**src/rtl/cpu_pkg.sv**
```systemverilog
// Shared types and constants for the 8-bit, 4-register CPU control path.
// Opcodes, sequencer state encoding and instruction field positions.
package cpu_pkg;

    typedef enum logic [1:0] {
        OP_ADD = 2'b00,
        OP_LW  = 2'b01,
        OP_SW  = 2'b10,
        OP_J   = 2'b11
    } opcode_e;

    typedef enum logic [2:0] {
        S_IDLE   = 3'd0,
        S_FETCH  = 3'd1,
        S_DECODE = 3'd2,
        S_EXEC   = 3'd3,
        S_MEM    = 3'd4,
        S_WB     = 3'd5,
        S_PAUSE  = 3'd6,
        S_HALT   = 3'd7
    } state_e;

    localparam int OPC_MSB  = 7;
    localparam int OPC_LSB  = 6;
    localparam int RS_MSB   = 5;
    localparam int RS_LSB   = 4;
    localparam int RT_MSB   = 3;
    localparam int RT_LSB   = 2;
    localparam int RD_MSB   = 1;
    localparam int RD_LSB   = 0;
    localparam int JOFF_MSB = 5;

endpackage

```
**src/rtl/cpu_sequencer_if.sv**
```systemverilog
// Board/datapath-facing signal bundle of the sequencer: run controls,
// instruction-memory port, decoded fields and control strobes.
interface cpu_sequencer_if;

    logic       start;
    logic       step_mode;
    logic       step;
    logic       halt_req;
    logic [7:0] imem_addr;
    logic [7:0] instruction;
    logic [7:0] pc;
    logic [7:0] ir;
    logic [1:0] rs;
    logic [1:0] rt;
    logic [1:0] rd;
    logic [7:0] imm;
    logic       reg_write;
    logic       mem_read;
    logic       mem_write;
    logic       mem_to_reg;
    logic       alu_src;
    logic [2:0] state;
    logic       halted;
    logic       paused;

    modport master (
        input  start, step_mode, step, halt_req, instruction,
        output imem_addr, pc, ir, rs, rt, rd, imm,
               reg_write, mem_read, mem_write, mem_to_reg, alu_src,
               state, halted, paused
    );

    modport slave (
        output start, step_mode, step, halt_req, instruction,
        input  imem_addr, pc, ir, rs, rt, rd, imm,
               reg_write, mem_read, mem_write, mem_to_reg, alu_src,
               state, halted, paused
    );

endinterface

```
**src/rtl/cpu_sequencer_instr_decode.sv**
```systemverilog
// Purely combinational field splitter for the latched instruction register.
module instr_decode
    import cpu_pkg::*;
(
    input  logic [7:0] ir_i,
    output opcode_e    opcode_o,
    output logic [1:0] rs_o,
    output logic [1:0] rt_o,
    output logic [1:0] rd_o,
    output logic [7:0] imm_o,
    output logic [7:0] joff_o
);

    assign opcode_o = opcode_e'(ir_i[OPC_MSB:OPC_LSB]);
    assign rs_o     = ir_i[RS_MSB:RS_LSB];
    assign rt_o     = ir_i[RT_MSB:RT_LSB];
    assign rd_o     = ir_i[RD_MSB:RD_LSB];
    assign imm_o    = {{6{ir_i[RD_MSB]}}, ir_i[RD_MSB:RD_LSB]};
    assign joff_o   = {{2{ir_i[JOFF_MSB]}}, ir_i[JOFF_MSB:0]};

endmodule

```
**src/rtl/cpu_sequencer.sv**
```systemverilog
// Multi-cycle FETCH/DECODE/EXEC/MEM/WB sequencer owning PC and IR, with
// start / single-step / halt run control.
module cpu_sequencer
    import cpu_pkg::*;
#(
    parameter int PROG_LEN = 32
) (
    input  logic            clk,
    input  logic            reset_n,
    cpu_sequencer_if.master bus
);

    localparam logic [8:0] PROG_END = 9'(PROG_LEN);

    state_e     state_q, state_d;
    logic [7:0] pc_q, pc_d;
    logic [7:0] ir_q, ir_d;
    opcode_e    opcode;
    logic [7:0] joff;
    logic       fetch_ok;
    state_e     instr_end;

    instr_decode u_decode (
        .ir_i     (ir_q),
        .opcode_o (opcode),
        .rs_o     (bus.rs),
        .rt_o     (bus.rt),
        .rd_o     (bus.rd),
        .imm_o    (bus.imm),
        .joff_o   (joff)
    );

    assign fetch_ok  = {1'b0, pc_q} < PROG_END;
    assign instr_end = bus.halt_req  ? S_HALT  :
                       bus.step_mode ? S_PAUSE : S_FETCH;

    // NOTE: state registers use non-blocking assignments so every flop samples pre-edge values.
    always_ff @(posedge clk or negedge reset_n) begin
        if (!reset_n) begin
            state_q <= S_IDLE;
            pc_q    <= '0;
            ir_q    <= '0;
        end else begin
            state_q <= state_d;
            pc_q    <= pc_d;
            ir_q    <= ir_d;
        end
    end

    // NOTE: every variable gets a default first so no latch is inferred.
    always_comb begin
        state_d = state_q;
        pc_d    = pc_q;
        ir_d    = ir_q;
        unique case (state_q)
            S_IDLE: begin
                if (bus.start) begin
                    state_d = S_FETCH;
                    pc_d    = '0;
                end
            end
            S_FETCH: begin
                if (!fetch_ok) begin
                    state_d = S_HALT;
                end else begin
                    ir_d    = bus.instruction;
                    pc_d    = pc_q + 8'd1;
                    state_d = S_DECODE;
                end
            end
            S_DECODE: state_d = S_EXEC;
            S_EXEC: begin
                unique case (opcode)
                    OP_ADD:       state_d = S_WB;
                    OP_LW, OP_SW: state_d = S_MEM;
                    OP_J: begin
                        pc_d    = pc_q + joff;
                        state_d = instr_end;
                    end
                endcase
            end
            S_MEM:   state_d = (opcode == OP_LW) ? S_WB : instr_end;
            S_WB:    state_d = instr_end;
            S_PAUSE: begin
                if (bus.halt_req)                      state_d = S_HALT;
                else if (bus.step || !bus.step_mode)   state_d = S_FETCH;
            end
            S_HALT: begin
                if (bus.start && !bus.halt_req) begin
                    state_d = S_FETCH;
                    pc_d    = '0;
                end
            end
        endcase
    end

    // Strobes decode from registered state and IR only, so reset clears them at once.
    assign bus.imem_addr  = pc_q;
    assign bus.pc         = pc_q;
    assign bus.ir         = ir_q;
    assign bus.state      = state_q;
    assign bus.reg_write  = (state_q == S_WB);
    assign bus.mem_read   = (state_q == S_MEM) && (opcode == OP_LW);
    assign bus.mem_write  = (state_q == S_MEM) && (opcode == OP_SW);
    assign bus.mem_to_reg = (state_q == S_WB)  && (opcode == OP_LW);
    assign bus.alu_src    = ((state_q == S_EXEC) || (state_q == S_MEM)) &&
                            ((opcode == OP_LW) || (opcode == OP_SW));
    assign bus.halted     = (state_q == S_HALT);
    assign bus.paused     = (state_q == S_PAUSE);

endmodule

```
**src/flat_wrapper.sv**
```systemverilog
// flat-port wrapper written by rule: the top's interface ports become plain ports
module cpu_sequencer_flat import cpu_pkg::*;
#(
    parameter int PROG_LEN = 32
)
  (clk, reset_n, bus_start, bus_step_mode, bus_step, bus_halt_req, bus_instruction, bus_imem_addr, bus_pc, bus_ir, bus_rs, bus_rt, bus_rd, bus_imm, bus_reg_write, bus_mem_read, bus_mem_write, bus_mem_to_reg, bus_alu_src, bus_state, bus_halted, bus_paused);
  cpu_sequencer_if bus_i ();
  input  logic clk;
  input  logic reset_n;
  input wire logic [$bits(bus_i.start)-1:0] bus_start;
  input wire logic [$bits(bus_i.step_mode)-1:0] bus_step_mode;
  input wire logic [$bits(bus_i.step)-1:0] bus_step;
  input wire logic [$bits(bus_i.halt_req)-1:0] bus_halt_req;
  input wire logic [$bits(bus_i.instruction)-1:0] bus_instruction;
  output wire logic [$bits(bus_i.imem_addr)-1:0] bus_imem_addr;
  output wire logic [$bits(bus_i.pc)-1:0] bus_pc;
  output wire logic [$bits(bus_i.ir)-1:0] bus_ir;
  output wire logic [$bits(bus_i.rs)-1:0] bus_rs;
  output wire logic [$bits(bus_i.rt)-1:0] bus_rt;
  output wire logic [$bits(bus_i.rd)-1:0] bus_rd;
  output wire logic [$bits(bus_i.imm)-1:0] bus_imm;
  output wire logic [$bits(bus_i.reg_write)-1:0] bus_reg_write;
  output wire logic [$bits(bus_i.mem_read)-1:0] bus_mem_read;
  output wire logic [$bits(bus_i.mem_write)-1:0] bus_mem_write;
  output wire logic [$bits(bus_i.mem_to_reg)-1:0] bus_mem_to_reg;
  output wire logic [$bits(bus_i.alu_src)-1:0] bus_alu_src;
  output wire logic [$bits(bus_i.state)-1:0] bus_state;
  output wire logic [$bits(bus_i.halted)-1:0] bus_halted;
  output wire logic [$bits(bus_i.paused)-1:0] bus_paused;
  assign bus_i.start = bus_start;
  assign bus_i.step_mode = bus_step_mode;
  assign bus_i.step = bus_step;
  assign bus_i.halt_req = bus_halt_req;
  assign bus_i.instruction = bus_instruction;
  assign bus_imem_addr = bus_i.imem_addr;
  assign bus_pc = bus_i.pc;
  assign bus_ir = bus_i.ir;
  assign bus_rs = bus_i.rs;
  assign bus_rt = bus_i.rt;
  assign bus_rd = bus_i.rd;
  assign bus_imm = bus_i.imm;
  assign bus_reg_write = bus_i.reg_write;
  assign bus_mem_read = bus_i.mem_read;
  assign bus_mem_write = bus_i.mem_write;
  assign bus_mem_to_reg = bus_i.mem_to_reg;
  assign bus_alu_src = bus_i.alu_src;
  assign bus_state = bus_i.state;
  assign bus_halted = bus_i.halted;
  assign bus_paused = bus_i.paused;
  cpu_sequencer #(.PROG_LEN(PROG_LEN)) u_core (.clk(clk), .reset_n(reset_n), .bus(bus_i));
endmodule
```
**config.mk**
```make
export PLATFORM = sky130hd
export DESIGN_NAME = cpu_sequencer_flat
export DESIGN_NICKNAME = d
export VERILOG_FILES = /design/src/rtl/cpu_pkg.sv /design/src/rtl/cpu_sequencer_if.sv /design/src/rtl/cpu_sequencer_instr_decode.sv /design/src/rtl/cpu_sequencer.sv /design/src/flat_wrapper.sv
export SDC_FILE = /design/constraint.sdc
export NUM_CORES = 1
export LEC_CHECK = 0
export ABC_CLOCK_PERIOD_IN_PS = 2990
export CELL_PAD_IN_SITES_DETAIL_PLACEMENT = 0
export CELL_PAD_IN_SITES_GLOBAL_PLACEMENT = 1
export CORE_MARGIN = 1
export CORE_UTILIZATION = 29
export CTS_CLUSTER_SIZE = 25
export DETAILED_ROUTE_END_ITERATION = 10
export PLACE_DENSITY_LB_ADDON = 0.25
export SYNTH_ARGS = -nofsm -noshare
export SYNTH_HDL_FRONTEND = slang
export SYNTH_HIERARCHICAL = 1
export SYNTH_SLANG_ARGS = --single-unit
```
**constraint.sdc**
```tcl
create_clock -name clk -period 2.99 [get_ports clk]
set_clock_uncertainty 0.1 [all_clocks]
set_input_delay 0.598 -clock clk [delete_from_list [all_inputs] [get_ports clk]]
set_output_delay 0.598 -clock clk [all_outputs]
set_load 0.01 [all_outputs]
```
# Yosys cells after proc, flatten, opt, wreduce, memory -nomap -nowiden
# Cells that the tools add are included.
# word_totals
word_cells	53
ff_bits	19
out_inout_bits	48
inputBits	14
# op_classes
n_reduce_logical	17
n_mux	15
magnitude_cmp	1
add_sub_neg	2
n_eq_ne	15
# ops
cell	count
$mux W8	4
$pmux W8 S4	1
$mux W3	8
$pmux W3 S8	1
$eq A3 B3 Y1 const B	4
$pmux W3 S3	1
$add A8 B1 Y8 const B	1
$add A8 B8 Y8	1
$lt A8 B6 Y1 const B	1
$eq A3 B2 Y1 const B	2
$logic_and A1 B1 Y1	5
$reduce_and A5 Y1	1
$eq A2 B2 Y1 const B	2
$ne A2 B1 Y1 const B	2
$ne A2 B2 Y1 const B	2
$reduce_bool A4 Y1	1
$eq A3 B1 Y1 const B	1
$logic_not A3 Y1	1
$logic_or A1 B1 Y1	3
$ne A3 B2 Y1 const B	1
$reduce_and A3 Y1	1
$eq A2 B1 Y1 const B	1
$logic_not A1 Y1	2
$logic_not A2 Y1	1
other kinds (2)	2

# Logic depth before layout (Yosys ltp)
# Gate-level depths: netlist of the first run.
# depth
depth_word	5
depth_mapped	11
ltp_nobuf	10

# Cells and area by module
# Netlist of the first run, hierarchy kept.
# modules_own_cells
mod	cells_each	instances	area_each_um2
cpu_sequencer	163	1	1505.2
instr_decode	24	1	180.2

# Worst setup path before layout of the first run
# Ideal clock, no wire load.
# synth_path
path_kind	reg-to-reg
from	register u_core.state_q[1], in the netlist u_core/bus.state[1]
to	register u_core.pc_q[6], in the netlist u_core/bus.imem_addr[6]
n_path_buf	2
path_stages_with_launch	12
period_less_slack_ps	2894
slack_ps	96
arrival_time_ps	2674
path_cell_list	dfrtp_1 -> buf_2 -> clkbuf_1 -> nand2_1 -> or2_2 -> ha_1 -> fa_1 -> a211oi_1 -> o21bai_1 -> a21oi_1 -> xnor2_1 -> a31o_2
# synth_via
elab_chain_len	3
# synth_rtl
element	line_no	source
start, declared	cpu_sequencer.sv:15	state_e state_q, state_d;
start signal, assigned	cpu_sequencer.sv:44	state_q <= state_d;
$eq A3 B2 Y1, or another cell as far along	cpu_sequencer.sv:55	unique case (state_q)
$ne A2 B2 Y1 (no source line), or another cell as far along	n/a	
$reduce_and A5 Y1 (no source line)	n/a	
end signal, assigned	cpu_sequencer.sv:45	pc_q <= pc_d;
end, declared	cpu_sequencer.sv:16	logic [7:0] pc_q, pc_d;
# Parallel ways exist; a longest one is shown, timed or not.
# A chain may end at the register's enable or synchronous reset.

# Worst setup path after layout of the first run
# layout_path
from	register u_core.state_q[2], in the netlist u_core/bus.state[2]
to	register u_core.pc_q[6], in the netlist u_core/bus.imem_addr[6]
# The elaborated chain is that of the path after synthesis.

==> results.py, run 1 <==
metrics = {
    "timing": {
        "setup_viol": 0,
        "hold_viol": 0,
        "fmax_mhz": 375.0,
        "drv_slew": 0,
        "fin_crit_sh_pct": 89.18,
        "max-slew-margin-rel_pct": 62.16,
        "finalSetupTns_ps": 0,
        "whs_ps": 473.2,
        "rsz0062_at_grt": "no",
        "tightest_slew_ps": 567.6,
        "min_period_ps": 2666,
    },
    "power_and_ir_drop": {
        "power_mw": 2.414,
        "cellPowerDensity_nw_per_um2": 1091,
        "p_leak_nw": 0.9470,
        "ir_drop_v": 0.0003915,
    },
    "finish": {
        "antenna_cells": 0,
        "final_cell_area_um2": 2212,
        "nFillCells": 575,
        "drive_above_1_share_pct": 13.64,
        "finalNetCount": 247,
        "area_delta_synth_final_pct": 31.25,
    },
    "outcome": {
        "status": "finished clean",
    },
    "global_routing": {
        "antenna_found_initial": 0,
        "top_usage_layer": "met2",
        "grt_start_max_net_pins": 21,
        "met2_usage_pct": 20.61,
        "grt_usage_pct": 13.04,
        "grt_pass1_wl_um": 6348,
        "grt-ovfl-total": 0,
        "met1_usage_pct": 18.21,
        "grtUsageMet3_pct": 2.791,
        "first_global_vias": 1311,
    },
    "clock_network": {
        "cts.sinks": 19,
        "clk_pin_slew_worst_paths_ps": 80,
        "cts_root_buf": "clkbuf_8",
        "cts.path.max_buffers": 2,
        "cts_tree": "yes",
        "cts_htree_levels": 1,
        "cts_setup_buffers": 0,
        "clk-insertion-delay-late_ps": 260,
        "numCtsBuffers": 3,
    },
    "floorplan": {
        "rows": 27,
        "dieHeight_um": 78.24,
        "ios": 62,
        "core_area_um2": 5540,
        "die-area_um2": 6121,
        "start_util_pct": 30.42,
        "die_width_um": 78.24,
    },
    "synthesis": {
        "synth_ff_type": "dfrtp_1",
        "synth_area_leaders": "dfrtp_1 28%, buf_4 14%, ha_1 8.2%, mux2_2 6.7%, and3_1 3.7%",
        "ys_ff_latch": 19,
        "syn_nets": 213,
        "syn_inst": 187,
        "synth_edf_count": 0,
        "avgSynthCellArea_um2": 9.013,
        "yosysSeqAreaShare_pct": 28.21,
        "syn_area_um2": 1685,
        "synth_top_area_share_pct": 28.21,
        "ys_async_sr_fraction_pct": 100.0,
        "synth_top_area_cell": "dfrtp_1",
        "yosysUniqueCellTypes": 43,
        "yosys_warnings": 6,
    },
    "detailed_routing": {
        "post_drt_via_cell_ratio": 4.644,
        "drt_first_pass_iters": 6,
        "drc": 0,
        "ant_nets": 0,
        "drt_iter0_markers": 64,
        "drt-total-wl_um": 3691,
        "vias": 1356,
        "wl_per_cell_um": 12.64,
    },
    "setup_path": {
        "arrival_ps": 2720,
        "path_max_fanout": 4,
        "start_kind": "register",
        "worstSetupEndpointType": "register",
        "crit_type": "register to register",
        "cp_data_required_time_ps": 3050,
    },
    "place": {
        "place.gp.congestion": 0.7922,
        "hpwl_um": 2798,
        "numPortBuffers": 61,
        "place_area_um2": 2158,
    },
    "flow_run": {
        "maxCapViolations": 0,
    },
    "worst_hold_path": {
        "min_path_type": "register to register",
    },
}
-- layout make-up --
class / count / area (um^2) / area share (%)
inverters: 13 / 48.80 / 2.206
flip-flops and latches: 19 / 475.5 / 21.49
repair buffers: 67 / 655.6 / 29.64
clock buffers: 3 / 41.29 / 1.867
well taps: 72 / 90.09 / 4.072
multi-input cells: 117 / 893.4 / 40.38
clock inverters: 1 / 7.507 / 0.3394
-- stage by stage --
step,std cells,utilization [%],setup WS [ps]
floorplan,187,-,95.56
global placement,288,38.96,323.0
detailed placement,288,38.96,276.2
CTS,292,39.84,228.5
global route,292,39.93,108.6
finish,292,39.93,323.5
-- worst paths after layout --
check / startpoint / end / slack (ps) / cells past startpoint
min in group asynchronous: reset_n / u_core/bus.imem_addr[7] / 570 / 2
max reg2reg: u_core/bus.state[2] / u_core/bus.imem_addr[6] / 320 / 10
min: u_core/bus.ir[3] / u_core/bus.ir[3] / 470 / 1
max: u_core/bus.state[2] / u_core/bus.imem_addr[6] / 320 / 10
max in group asynchronous: reset_n / u_core/bus.state[0] / 2010 / 2
min reg2reg: u_core/bus.ir[3] / u_core/bus.ir[3] / 470 / 1
-- Yosys cell counts (all sizes together), types with 3 or more instances --
library cell  count
a211oi            3
a21oi             6
and3             10
buf              35
clkbuf            3
dfrtp            19
ha               11
inv              13
mux2             10
nand2             7
nand3             5
nor2             10
nor2b             4
nor3              5
o21ai            11
o21bai            3
xnor2             3
-- cells in the final DEF, fill, tap and decap left out, types with 6 or more instances in the layout --
| cell type | n |
|---|---|
| clkdlybuf4s50_1 | 61 |
| nor2_1 | 10 |
| dfrtp_1 | 19 |
| ha_1 | 11 |
| a21oi_1 | 6 |
| inv_1 | 13 |
| and3_1 | 10 |
| nand2_1 | 7 |
| o21ai_0 | 10 |
| mux2_2 | 10 |
| buf_4 | 6 |
-- what timing repair did --
action / CTS / global route
endpoints found under the setup margin: 0 / 1
gates resized for setup: 0 / 1
hold buffers: 0 / 0
-- logic make-up (layout without fill, tap and decap cells) --
group | after synthesis | after routing | share of synthesized area, %
buffers and inverters | 51 | 84 | 19.08
and+or+nand+nor | 48 | 48 | 15.22
AOI/OAI and AO/OA | 42 | 42 | 18.56
DFF | 19 | 19 | 28.21
adders and majority gates | 12 | 12 | 9.354
muxes | 11 | 11 | 7.498
xor gates and xnor gates | 4 | 4 | 2.079
-- flip-flops by register name, indices dropped and copies added, names as in the netlist --
| name | flops |
|---|---|
| u_core/bus.imem_addr | 8 |
| u_core/bus.ir | 8 |
| u_core/bus.state | 3 |
-- metal layers --
metal	up-vias	routed length (um)
met5	-	0
met4	0	24
met3	2	166
met2	35	1717
met1	627	1782
li1	692	-
-- critical path, stage by stage, from the launching register on --
cell and delay [ps]:
dfrtp_1 380, nor2b_1 150, nand2_1 120, or2_2 290
ha_1 240, fa_1 450, a211oi_2 250, o21bai_1 100
a21oi_1 170, xnor2_1 80, a31o_2 230
-- where the power goes --
group	switching (mW)	internal, mW	leakage, nW
clock network	0.0934	0.0940	0.0217
logic	0.777	0.922	0.692
registers	0.150	0.377	0.233
Note: power is estimated with default switching activity, not from simulation.
==> run 2: changes to the inputs <==
- CORE_ASPECT_RATIO: unset -> 1.5
- SLEW_MARGIN: unset -> 40
==> results.py, run 2 (same netlist as run 1, synthesis figures left out) <==
metrics = {
    "outcome": {
        "status": "finished clean",
    },
    "floorplan": {
        "rows": 33,
        "core_area_um2": 5533,
        "dieHeight_um": 95.37,
        "ios": 62,
        "die_width_um": 64.25,
        "die-area_um2": 6127,
        "start_util_pct": 30.46,
    },
    "detailed_routing": {
        "wl_per_cell_um": 13.37,
        "ant_nets": 0,
        "drt-total-wl_um": 3865,
        "drt_first_pass_iters": 4,
        "post_drt_via_cell_ratio": 4.796,
        "drc": 0,
        "vias": 1386,
        "drt_iter0_markers": 47,
    },
    "global_routing": {
        "grtUsageMet3_pct": 1.435,
        "grt_pass1_wl_um": 6251,
        "antenna_found_initial": 0,
        "grt_start_max_net_pins": 21,
        "grt_usage_pct": 13.21,
        "met2_usage_pct": 22.63,
        "met1_usage_pct": 16.89,
        "grt-ovfl-total": 0,
        "top_usage_layer": "met2",
        "first_global_vias": 1281,
    },
    "power_and_ir_drop": {
        "p_sw_share_pct": 42.50,
        "cellPowerDensity_nw_per_um2": 1092,
        "internal_power_mw": 1.378,
        "power.switching_mw": 1.019,
        "power_frac_seq_pct": 22.1,
        "clkPwrFrac_pct": 7.6,
        "p_leak_nw": 0.9447,
        "p_comb_share_pct": 70.3,
        "ir_drop_v": 0.0004285,
    },
    "finish": {
        "multi_input_area_um2": 888.4,
        "nFillCells": 590,
        "final-seq-area_um2": 475.5,
        "area_delta_synth_final_pct": 30.22,
        "antenna_cells": 0,
        "drive_above_1_share_pct": 12.79,
        "stdcell_count": 289,
        "finalNetCount": 246,
        "layout_common_cells": "61 x clkdlybuf4s50_1, 19 x dfrtp_1, 13 x inv_1",
        "mostFrequentLayoutCell": "clkdlybuf4s50_1",
    },
    "setup_path": {
        "slowest_delay_ps": 430,
        "path_max_fanout": 4,
        "worstSetupEndpointType": "register",
        "arrival_ps": 2790,
        "start_kind": "register",
        "crit_type": "register to register",
        "worstPathCellList": "nor2b_1 -> nand2_1 -> or2_2 -> ha_1 -> fa_1 -> a211oi_1 -> o21bai_1 -> a21oi_1 -> xnor2_1 -> a31o_2",
        "cp_data_required_time_ps": 3040,
        "cpMaxStageDelayCell": "fa_1",
    },
    "clock_network": {
        "cts.path.max_buffers": 2,
        "cts_root_buf": "clkbuf_8",
        "numCtsBuffers": 3,
        "cts_tree": "yes",
        "cts.sinks": 19,
        "clk_pin_slew_worst_paths_ps": 70,
        "cts_setup_buffers": 0,
        "holdBufCountCts": 0,
        "clk-insertion-delay-late_ps": 260,
        "cts-resized-gates": 0,
        "cts_htree_levels": 1,
    },
    "timing": {
        "rsz0062_at_grt": "no",
        "min_period_ps": 2742,
        "hold_viol": 0,
        "tightest_slew_ps": 606.4,
        "drv_slew": 0,
        "max-slew-margin-rel_pct": 59.57,
        "fmax_mhz": 364.7,
        "setup_viol": 0,
        "fin_crit_sh_pct": 91.71,
        "finalSetupTns_ps": 0,
    },
    "flow_run": {
        "maxCapViolations": 0,
    },
    "place": {
        "place.gp.congestion": 0.8356,
        "numPortBuffers": 61,
        "hpwl_um": 2933,
        "dp_cells": 285,
    },
    "worst_hold_path": {
        "min_path_type": "register to register",
    },
}
==> run 2: cell count changes in the layout (fill, tap and decap cells not counted), sizes merged <==
cell | previous run | this run
buf | 6 | 5
clkinv | 0 | 1
clkinvlp | 1 | 0
==> run 2: critical path: cells and delay by family, from the launching register on <==
family                   cells  cell delay [ps]
AO/OA/AOI/OAI                4              840
XOR/XNOR                     1               80
adder cells (fa/ha/maj)      2              660
flip-flops                   1              380
AND/OR/NAND/NOR              3              560
==> run 2: cell type report <==
type | instances | area share, %
Tap cell | 70 | 3.991
Sequential cell | 19 | 21.66
Clock buffer | 3 | 1.881
Clock inverter | 1 | 0.2281
Inverter | 13 | 2.223
Timing Repair Buffer | 66 | 29.53
Multi-Input combinational cell | 117 | 40.48
==> run 2: routing by layer <==
metal  part of all wire (%)  wire length (um)
met4                    1.4                55
met5                      0                 0
met2                     51              1963
met3                    3.8               146
met1                     44              1700
==> run 2: power groups by stage <==
stage | registers (mW) | clock network, mW | logic [mW]
after floorplan | 0.574 | 0 | 1.15
after detailed placement | 0.543 | 0 | 1.70
after CTS | 0.538 | 0.194 | 1.70
after global routing | 0.558 | 0.209 | 1.85
after global placement | 0.535 | 0 | 1.70
final | 0.529 | 0.183 | 1.69
==> run 2: path summary, 6_finish.rpt <==
| check | start | slack (ps) | endpoint | cells past startpoint |
|---|---|---|---|---|
| max in group asynchronous | reset_n | 2010 | u_core/bus.ir[5] | 2 |
| hold reg to reg | u_core/bus.ir[2] | 460 | u_core/bus.ir[2] | 1 |
| setup reg to reg | u_core/bus.state[2] | 250 | u_core/bus.imem_addr[6] | 10 |
| min in group asynchronous | reset_n | 580 | u_core/bus.imem_addr[7] | 2 |
| setup / recovery | u_core/bus.state[2] | 250 | u_core/bus.imem_addr[6] | 10 |
| hold / removal | u_core/bus.ir[2] | 460 | u_core/bus.ir[2] | 1 |
==> run 2: metrics by stage <==
stage | hold WS [ps] | instance area (um^2) | utilization [%] | setup WS [ps] | power, mW
final | 463.3 | 2195 | 39.67 | 247.8 | 2.397
after global routing | 502.6 | 2195 | 39.67 | 72.14 | 2.616
after CTS | 477.4 | 2195 | 39.67 | 224.9 | 2.434
after detailed placement | 458.4 | 2148 | 38.83 | 250.0 | 2.241
after global placement | 443.2 | 2148 | 38.83 | 305.0 | 2.237
after floorplan | 202.4 | 1685 | - | 95.56 | 1.725
